==> src/rtl/alu_cmd_driver.sv <==
// alu_cmd_driver
//   Command-side initiator for the 3-bit team ALU. An upstream sequencer
//   hands over operations on a valid/ready command port. The block drives
//   the ALU operand, opcode and enable pins from registers. It captures each
//   4-bit ALU result, tagged with its opcode, into a DEPTH-entry FIFO, which
//   is returned on a valid/ready response port.
//
//   Ports
//     clk, rst          rising-edge clock, synchronous active-high reset
//     cmd_valid/ready   command handshake; cmd_a, cmd_b (3b), cmd_op (2b)
//     alu_a/b/compute   registered operands/opcode to the ALU
//     alu_en            registered ALU enable, high for the one DRIVE cycle
//     alu_data_out      ALU result (4b), captured at the end of DRIVE
//     rsp_valid/ready   response handshake; rsp_data (4b), rsp_op (2b)
//     issued_count      results written into the FIFO, modulo 256
//
//   state | meaning
//   ------+-----------------------------------------------------------
//   IDLE  | waiting for a command; ready whenever the FIFO has room
//   DRIVE | ALU inputs valid and enabled; result captured at the closing edge
module alu_cmd_driver #(
  parameter int DEPTH = 4
) (
  input  logic       clk,
  input  logic       rst,
  input  logic       cmd_valid,
  output logic       cmd_ready,
  input  logic [2:0] cmd_a,
  input  logic [2:0] cmd_b,
  input  logic [1:0] cmd_op,
  output logic [2:0] alu_a,
  output logic [2:0] alu_b,
  output logic [1:0] alu_compute,
  output logic       alu_en,
  input  logic [3:0] alu_data_out,
  output logic       rsp_valid,
  input  logic       rsp_ready,
  output logic [3:0] rsp_data,
  output logic [1:0] rsp_op,
  output logic [7:0] issued_count
);

  localparam int AW = $clog2(DEPTH);
  localparam logic [AW:0] DEPTH_C = (AW+1)'(DEPTH);

  typedef enum logic {IDLE, DRIVE} state_t;

  state_t        state;
  logic [5:0]    mem [DEPTH];
  logic [AW-1:0] wptr;
  logic [AW-1:0] rptr;
  logic [AW:0]   count;
  logic          push;
  logic          pop;

  // A FIFO write happens on every DRIVE cycle. Room was reserved when the
  // command was accepted, so no full check is needed here.
  assign push      = (state == DRIVE);
  assign pop       = rsp_valid && rsp_ready;
  assign cmd_ready = (state == IDLE) && (count < DEPTH_C);
  assign rsp_valid = (count != '0);
  assign rsp_data  = mem[rptr][3:0];
  assign rsp_op    = mem[rptr][5:4];

  always_ff @(posedge clk) begin
    if (rst) begin
      state        <= IDLE;
      alu_a        <= '0;
      alu_b        <= '0;
      alu_compute  <= '0;
      alu_en       <= 1'b0;
      wptr         <= '0;
      rptr         <= '0;
      count        <= '0;
      issued_count <= '0;
      for (int i = 0; i < DEPTH; i++) mem[i] <= '0;
    end else begin
      case (state)
        IDLE: begin
          if (cmd_valid && cmd_ready) begin
            alu_a       <= cmd_a;
            alu_b       <= cmd_b;
            alu_compute <= cmd_op;
            alu_en      <= 1'b1;
            state       <= DRIVE;
          end
        end
        DRIVE: begin
          mem[wptr]    <= {alu_compute, alu_data_out};
          wptr         <= wptr + 1'b1;
          issued_count <= issued_count + 1'b1;
          alu_en       <= 1'b0;
          state        <= IDLE;
        end
        default: state <= IDLE;
      endcase

      if (pop) rptr <= rptr + 1'b1;

      case ({push, pop})
        2'b10:   count <= count + 1'b1;
        2'b01:   count <= count - 1'b1;
        default: count <= count;
      endcase
    end
  end

endmodule

==> config.mk <==
export PLATFORM = sky130hd
export DESIGN_NAME = alu_cmd_driver
export DESIGN_NICKNAME = d
export VERILOG_FILES = /design/src/rtl/alu_cmd_driver.sv
export SDC_FILE = /design/constraint.sdc
export NUM_CORES = 1
export LEC_CHECK = 0
export ABC_CLOCK_PERIOD_IN_PS = 1650
export CAP_MARGIN = 20
export CELL_PAD_IN_SITES_DETAIL_PLACEMENT = 1
export CELL_PAD_IN_SITES_GLOBAL_PLACEMENT = 2
export CORE_MARGIN = 2
export CORE_UTILIZATION = 30
export DETAILED_ROUTE_END_ITERATION = 6
export GPL_TIMING_DRIVEN = 1
export PLACE_DENSITY_LB_ADDON = 0.25
export SLEW_MARGIN = 15
export SYNTH_ARGS = -nofsm -noshare
export SYNTH_HDL_FRONTEND = slang
export SYNTH_SLANG_ARGS = --single-unit
==> constraint.sdc <==
create_clock -name clk -period 1.65 [get_ports clk]
set_input_delay 0.33 -clock clk [delete_from_list [all_inputs] [get_ports clk]]
set_output_delay 0.33 -clock clk [all_outputs]
set_load 0.005 [all_outputs]
==> results of run 1 <==
synth_stat cells, drive strengths merged:
cell type,instances,area (um^2)
o311ai,1,8.76
clkbuf,2,7.51
nand4,3,18.8
buf,5,32.5
o21bai,1,7.51
edfxtp,24,721
inv,4,15.0
a21oi,6,30.0
fa,1,20.0
or2,2,12.5
or3,5,31.3
ha,2,25.0
xnor2,3,26.3
dfxtp,27,541
nor2,24,90.1
nor2b,1,6.26
a31o,1,8.76
nor3b,1,7.51
mux2i,9,90.1
xor2,7,61.3
nor3,2,20.0
o21ai,4,20.0
nand3,2,10.0
mux4,6,135
and2,24,150
nor4,1,21.3
nand2,4,15.0
o31a,1,8.76
cells in the final DEF, fill, tap and decap left out, drive strengths merged, types with 2 or more instances in the layout:
master | netlist | final
clkdlybuf4s50 | 0 | 31
buf | 5 | 31
dfxtp | 27 | 27
nor2 | 24 | 24
and2 | 24 | 24
edfxtp | 24 | 24
mux2i | 9 | 9
xor2 | 7 | 7
clkbuf | 2 | 7
mux4 | 6 | 6
a21oi | 6 | 6
inv | 4 | 6
or3 | 5 | 5
nand2 | 4 | 4
o21ai | 4 | 4
nand4 | 3 | 3
xnor2 | 3 | 3
or2 | 2 | 2
nor3 | 2 | 2
nand3 | 2 | 2
ha | 2 | 2
worst max-delay path, delay by kind of cell (launching register included):
kind	cells	cell delay, ns
buf+inv	1	0.04
compound gates	2	0.29
fa+ha+maj	2	0.57
flops	1	0.34
xor+xnor	1	0.19
simple gates	1	0.33
final cells by class:
class | instances | area share (%)
Clock buffer | 5 | 2.34
Timing Repair Buffer | 65 | 20.1
Multi-Input combinational cell | 111 | 28.9
Clock inverter | 3 | 0.892
Sequential cell | 51 | 43.2
Tap cell | 96 | 4.08
Inverter | 4 | 0.510
how the worst min path moves through the flow:
| stage | from | end | slack (ns) | cells after the start |
|---|---|---|---|---|
| 2_1_floorplan | issued_count[7] | issued_count[7] | 0.47 | 2 |
| 3_3_place_gp | issued_count[7] | issued_count[7] | 0.47 | 2 |
| 3_5_place_dp | alu_b[1] | alu_b[1] | 0.49 | 2 |
| 4_1_cts | alu_b[1] | alu_b[1] | 0.52 | 2 |
| 5_1_grt | alu_b[1] | alu_b[1] | 0.54 | 2 |
| 6_report | alu_a[0] | alu_a[0] | 0.51 | 2 |
routing by layer:
metal  part of all wire (%)  vias up  wire length (um)  global-route usage (%)
met5                      0        -                 0                       0
met4                    1.6        0                79                    4.68
met3                    3.3        7               161                    3.45
met2                     53       31              2640                    24.3
met1                     42      733              2060                    15.5
li1                       -      731                 -                       -
cells by family (layout without fill, tap and decap cells):
kind of cell / after synthesis / in the layout / synth area share, %
buf+inv: 11 / 77 / 2.57
simple gates: 69 / 69 / 17.9
compound gates: 14 / 14 / 3.92
flops: 51 / 51 / 58.9
fa+ha+maj: 3 / 3 / 2.10
xor+xnor: 10 / 10 / 4.09
mux: 15 / 15 / 10.5
registers in the layout, summed over array words and instances, names as in the netlist, named ones only:
signal        count
mem              24
issued_count      8
alu_a             3
alu_b             3
count             3
alu_compute       2
rptr              2
wptr              2
alu_en            1
push              1
power groups by stage:
stage	combinational (mW)	clock (mW)	sequential [mW]
floorplan	0.464	0	1.55
finish	0.989	0.775	1.53
global placement	0.928	0	1.55
detailed placement	0.986	0	1.56
CTS	0.956	0.808	1.53
global route	1.08	0.851	1.55
metrics by stage:
step | utilization [%] | power (mW)
after global placement | 41.2 | 2.48
final | 43.1 | 3.30
after global routing | 43.1 | 3.48
after detailed placement | 41.2 | 2.54
after floorplan | - | 2.01
after CTS | 42.5 | 3.30
timing repair:
| item | CTS | global route |
|---|---|---|
| setup buffers | 2 | 5 |
| gates resized for setup | 35 | 8 |
| pin swaps | 4 | 7 |
| setup endpoints to repair | 11 | 12 |
==> qor.yml, run 1 <==
status: "complete, but fails checks"
violations: "setup timing"
syn_avg_cell_area_um2: 12.4
r2r_start: "count[0]"
totalWireLength_mm: 4.94
path_cells: "o31a_1 -> ha_2 -> inv_2 -> fa_2 -> xor2_2 -> or3_4 -> a21oi_2"
grt_use_total_pct: 13.5
grt_setup_unrepaired: "true"
p_switching_mw: 0.948
hold-worst-slack_ns: 0.509
post-dp-hpwl_mm: 3.63
initial_core_util_pct: 31.3
grt_pass1_wl_mm: 7.80
synth_cell_types: 31
setup-tns-final_ns: -0.772
drv_slew: 0
slew_headroom_pct: 76.1
critPathRequiredTime_ns: 1.89
drtIter0Drc: 53
r2r_setup_slack_ns: -0.17
startpoint: "count[0]"
die-area_um2: 7830
max_stage_delay_ns: 0.37
worst_slack_ns: -0.168
reg2reg_depth: 7
place_ws_ns: -0.650
cp_slowest_cell: "fa_2"
grt_pass1_vias: 1626
ctsLongestPathBuffers: 2
stdcell_area_um2: 2940
ff_latch_area_um2: 1270
grt_max_degree: 26
netlist_instances: 173
gp_congestion: 0.776
p_comb_share_pct: 30.0
yosys_warnings: 0
startpoint_type: "flop"
multiInputGateArea_um2: 851
area_delta_synth_final_pct: 37.5
gr-total-overflow: 0
clk_root_buffer_cell: "clkbuf_8"
postCtsHoldBufs: 0
power_leakage_nw: 1.12
n_antenna_cell: 0
syn-num-nets: 192
final_nets: 257
ioPinCount: 41
clock_latency_ns: 0.31
end_kind: "flop"
setup_viol: 8
switching_share_pct: 28.8
pwr-share-seq_pct: 46.5
clkSinkCount: 51
clkTransAtPathRegs_ns: 0.10
rows: 30
chipHeight_um: 88.5
skew_ns: 0.0137
cts_tree: "built"
worstMarginPinSlew_ns: 0.352
antenna_found_initial: 0
routedWlPerCell_um: 14.7
drc_errors: 0
internal_power_mw: 2.35
yosysSeqAreaShare_pct: 58.9
dp_cells: 321
cts_max_level: 2
p_clk_share_pct: 23.5
fin_crit_sh_pct: 110
synthesis.area_um2: 2140
hp-class: "reg2reg"
worstSetupEndpoint: "count[2]"
core-area_um2: 6830
crit_type: "reg2reg"
drive_above_1_share_pct: 28.5
p_per_area_nw_per_um2: 1120
drt_pre_antenna_iters: 4
worstPathMaxFanout: 2
crit_arrival_ns: 2.06
rr_endpoint: "count[2]"
num_vias: 1502
hold_viol_final: 0
via_per_inst: 4.48
numCtsBuffers: 5
maxCapViolations: 0
fillers: 757
drtAntennaViolNets: 0
layout.cells.non_filler: 335
die_width_um: 88.5
ys_ff_latch: 51
fmax_mhz: 550
portBuffers: 40
max-vdd-ir-drop_v: 0.000511
period_needed_ns: 1.82
placed_area_um2: 2820
No activity file was read; power rests on OpenSTA's default activity.
==> run 2: changes to the inputs <==
- SKIP_LAST_GASP: not set -> 1
==> qor.yml, run 2 (synthesis results as in run 1) <==
status: "complete, but fails checks"
violations: "setup timing"
chipHeight_um: 88.5  # unchanged
crit_type: "reg2reg"
cts_max_level: 2  # unchanged
startpoint_type: "flop"
ioPinCount: 41  # unchanged
postCtsHoldBufs: 0  # unchanged
drc_errors: 0  # unchanged
max_stage_delay_ns: 0.37  # about the same
p_per_area_nw_per_um2: 1120  # -0.17%
n_antenna_cell: 0  # unchanged
layout_commonest_cell: "clkdlybuf4s50_1"
clk_root_buffer_cell: "clkbuf_8"
power_leakage_nw: 1.12  # -0.23%
critPathRequiredTime_ns: 1.89  # about the same
core-area_um2: 6830  # unchanged
final_nets: 257  # unchanged
grt_pass1_vias: 1626  # unchanged
area_delta_synth_final_pct: 37.7
fin_crit_sh_pct: 110  # about the same
period_needed_ns: 1.82  # -0.0000920 ns
path_cells: "o31a_1 -> ha_2 -> inv_2 -> fa_2 -> xor2_2 -> or3_4 -> a21oi_2"
cp_num_buf_inv: 1  # unchanged
power_mw: 3.29  # about the same
fmax_mhz: 550  # about the same
grt_setup_unrepaired: "true"
critPathTopFamily: "adder cells"
grt_pass1_wl_mm: 7.80  # unchanged
skew_ns: 0.0137  # unchanged
via_per_inst: 4.48  # unchanged
end_kind: "flop"
final_cell_mix: "31 x clkdlybuf4s50_1, 24 x nor2_1, 24 x and2_1, 24 x edfxtp_1, 20 x buf_4"
totalWireLength_mm: 4.94  # about the same
post-dp-hpwl_mm: 3.63  # unchanged
fin_util_pct: 43.2  # +0.055 points
slew_headroom_pct: 67.3  # -8.8 points
drive_above_1_share_pct: 28.0  # -0.42 points
gp_congestion: 0.776  # unchanged
max-vdd-ir-drop_v: 0.000511  # about the same
cp_slowest_cell: "fa_2"
routedWlPerCell_um: 14.7  # about the same
cts_tree: "built"
top_register: "mem"
setup_viol: 8  # unchanged
grt_max_degree: 26  # unchanged
numCtsBuffers: 5  # unchanged
portBuffers: 40  # unchanged
drv_slew: 0  # unchanged
ctsLongestPathBuffers: 2  # unchanged
die_width_um: 88.5  # unchanged
drtAntennaViolNets: 0  # unchanged
hp-class: "reg2reg"
largest_reg_flops: 24  # unchanged
worstMarginPinSlew_ns: 0.484  # +0.132 ns
worst_slack_ns: -0.168  # +0.0000920 ns
maxCapViolations: 0  # unchanged
drtIter0Drc: 53  # unchanged
grt_use_total_pct: 13.5  # unchanged
initial_core_util_pct: 31.3  # unchanged
drt_pre_antenna_iters: 4  # unchanged
crit_arrival_ns: 2.06  # about the same
num_vias: 1502  # unchanged
clkSinkCount: 51  # unchanged
hold_viol_final: 0  # unchanged
worstPathMaxFanout: 2  # unchanged
antenna_found_initial: 0  # unchanged
rows: 30  # unchanged
die-area_um2: 7830  # unchanged
clkTransAtPathRegs_ns: 0.10  # about the same
reg_top3: "mem (24), issued_count (8)"
gr-total-overflow: 0  # unchanged
clock_latency_ns: 0.31  # about the same
run 2: changes by cell type in the layout (fill, tap and decap cells not counted), sizes merged:
| cell | previous run | this run |
|---|---|---|
| dlygate4sd2 | 1 | 2 |
| clkbuf | 7 | 6 |
run 2: per-stage QoR:
stage	area (um^2)	hold WS (ns)	setup TNS (ns)	cells	setup slack, ns
3_3_place_gp	2820	0.468	-1.66	321	-0.481
4_1_cts	2910	0.523	-0.999	330	-0.236
2_1_floorplan	2150	0.474	-0.0256	173	-0.0256
5_1_grt	2950	0.541	-1.48	335	-0.261
3_5_place_dp	2820	0.495	-2.40	321	-0.650
6_report	2950	0.509	-0.772	335	-0.168
run 2: worst register-to-register path: stages (launching register included):
cell and delay [ns]:
dfxtp_2 0.34, o31a_1 0.17, ha_2 0.20, inv_2 0.04, fa_2 0.37, xor2_2 0.19, or3_4 0.33, a21oi_2 0.12
run 2: what timing repair did:
action	CTS	global route
gates resized for setup	35	5
buffers inserted	2	5
setup endpoints to repair	11	12
pin swaps	4	7
gates cloned	0	0
run 2: layer usage:
metal  wire length [um]  track usage, %
met5                  0               0
met4                 79            4.68
met3                161            3.45
met2               2640            24.3
met1               2050            15.5
run 2: where the power goes:
group          internal [mW]  leakage [nW]  switching [mW]
clock                  0.313        0.0491           0.461
sequential              1.45         0.472          0.0768
combinational          0.582         0.594           0.407
total                   2.35          1.12           0.945
run 2: path summary, 6_finish.rpt:
path	from	to	slack, ns	cells after the start
worst min-delay path	alu_a[0]	alu_a[0]	0.51	2
worst min register to register	alu_a[0]	alu_a[0]	0.51	2
worst max-delay path	count[0]	count[2]	-0.17	7
worst max register to register	count[0]	count[2]	-0.17	7
run 2: final cells by class:
| class | instances | area, um^2 |
|---|---|---|
| well taps | 96 | 120 |
| clock buffers | 5 | 68.8 |
| fillers | 757 | 3880 |
| multi-input cells | 111 | 851 |
| flip-flops and latches | 51 | 1270 |
| inverters | 4 | 15.0 |
| repair buffers | 65 | 596 |
| clock inverters | 3 | 26.3 |
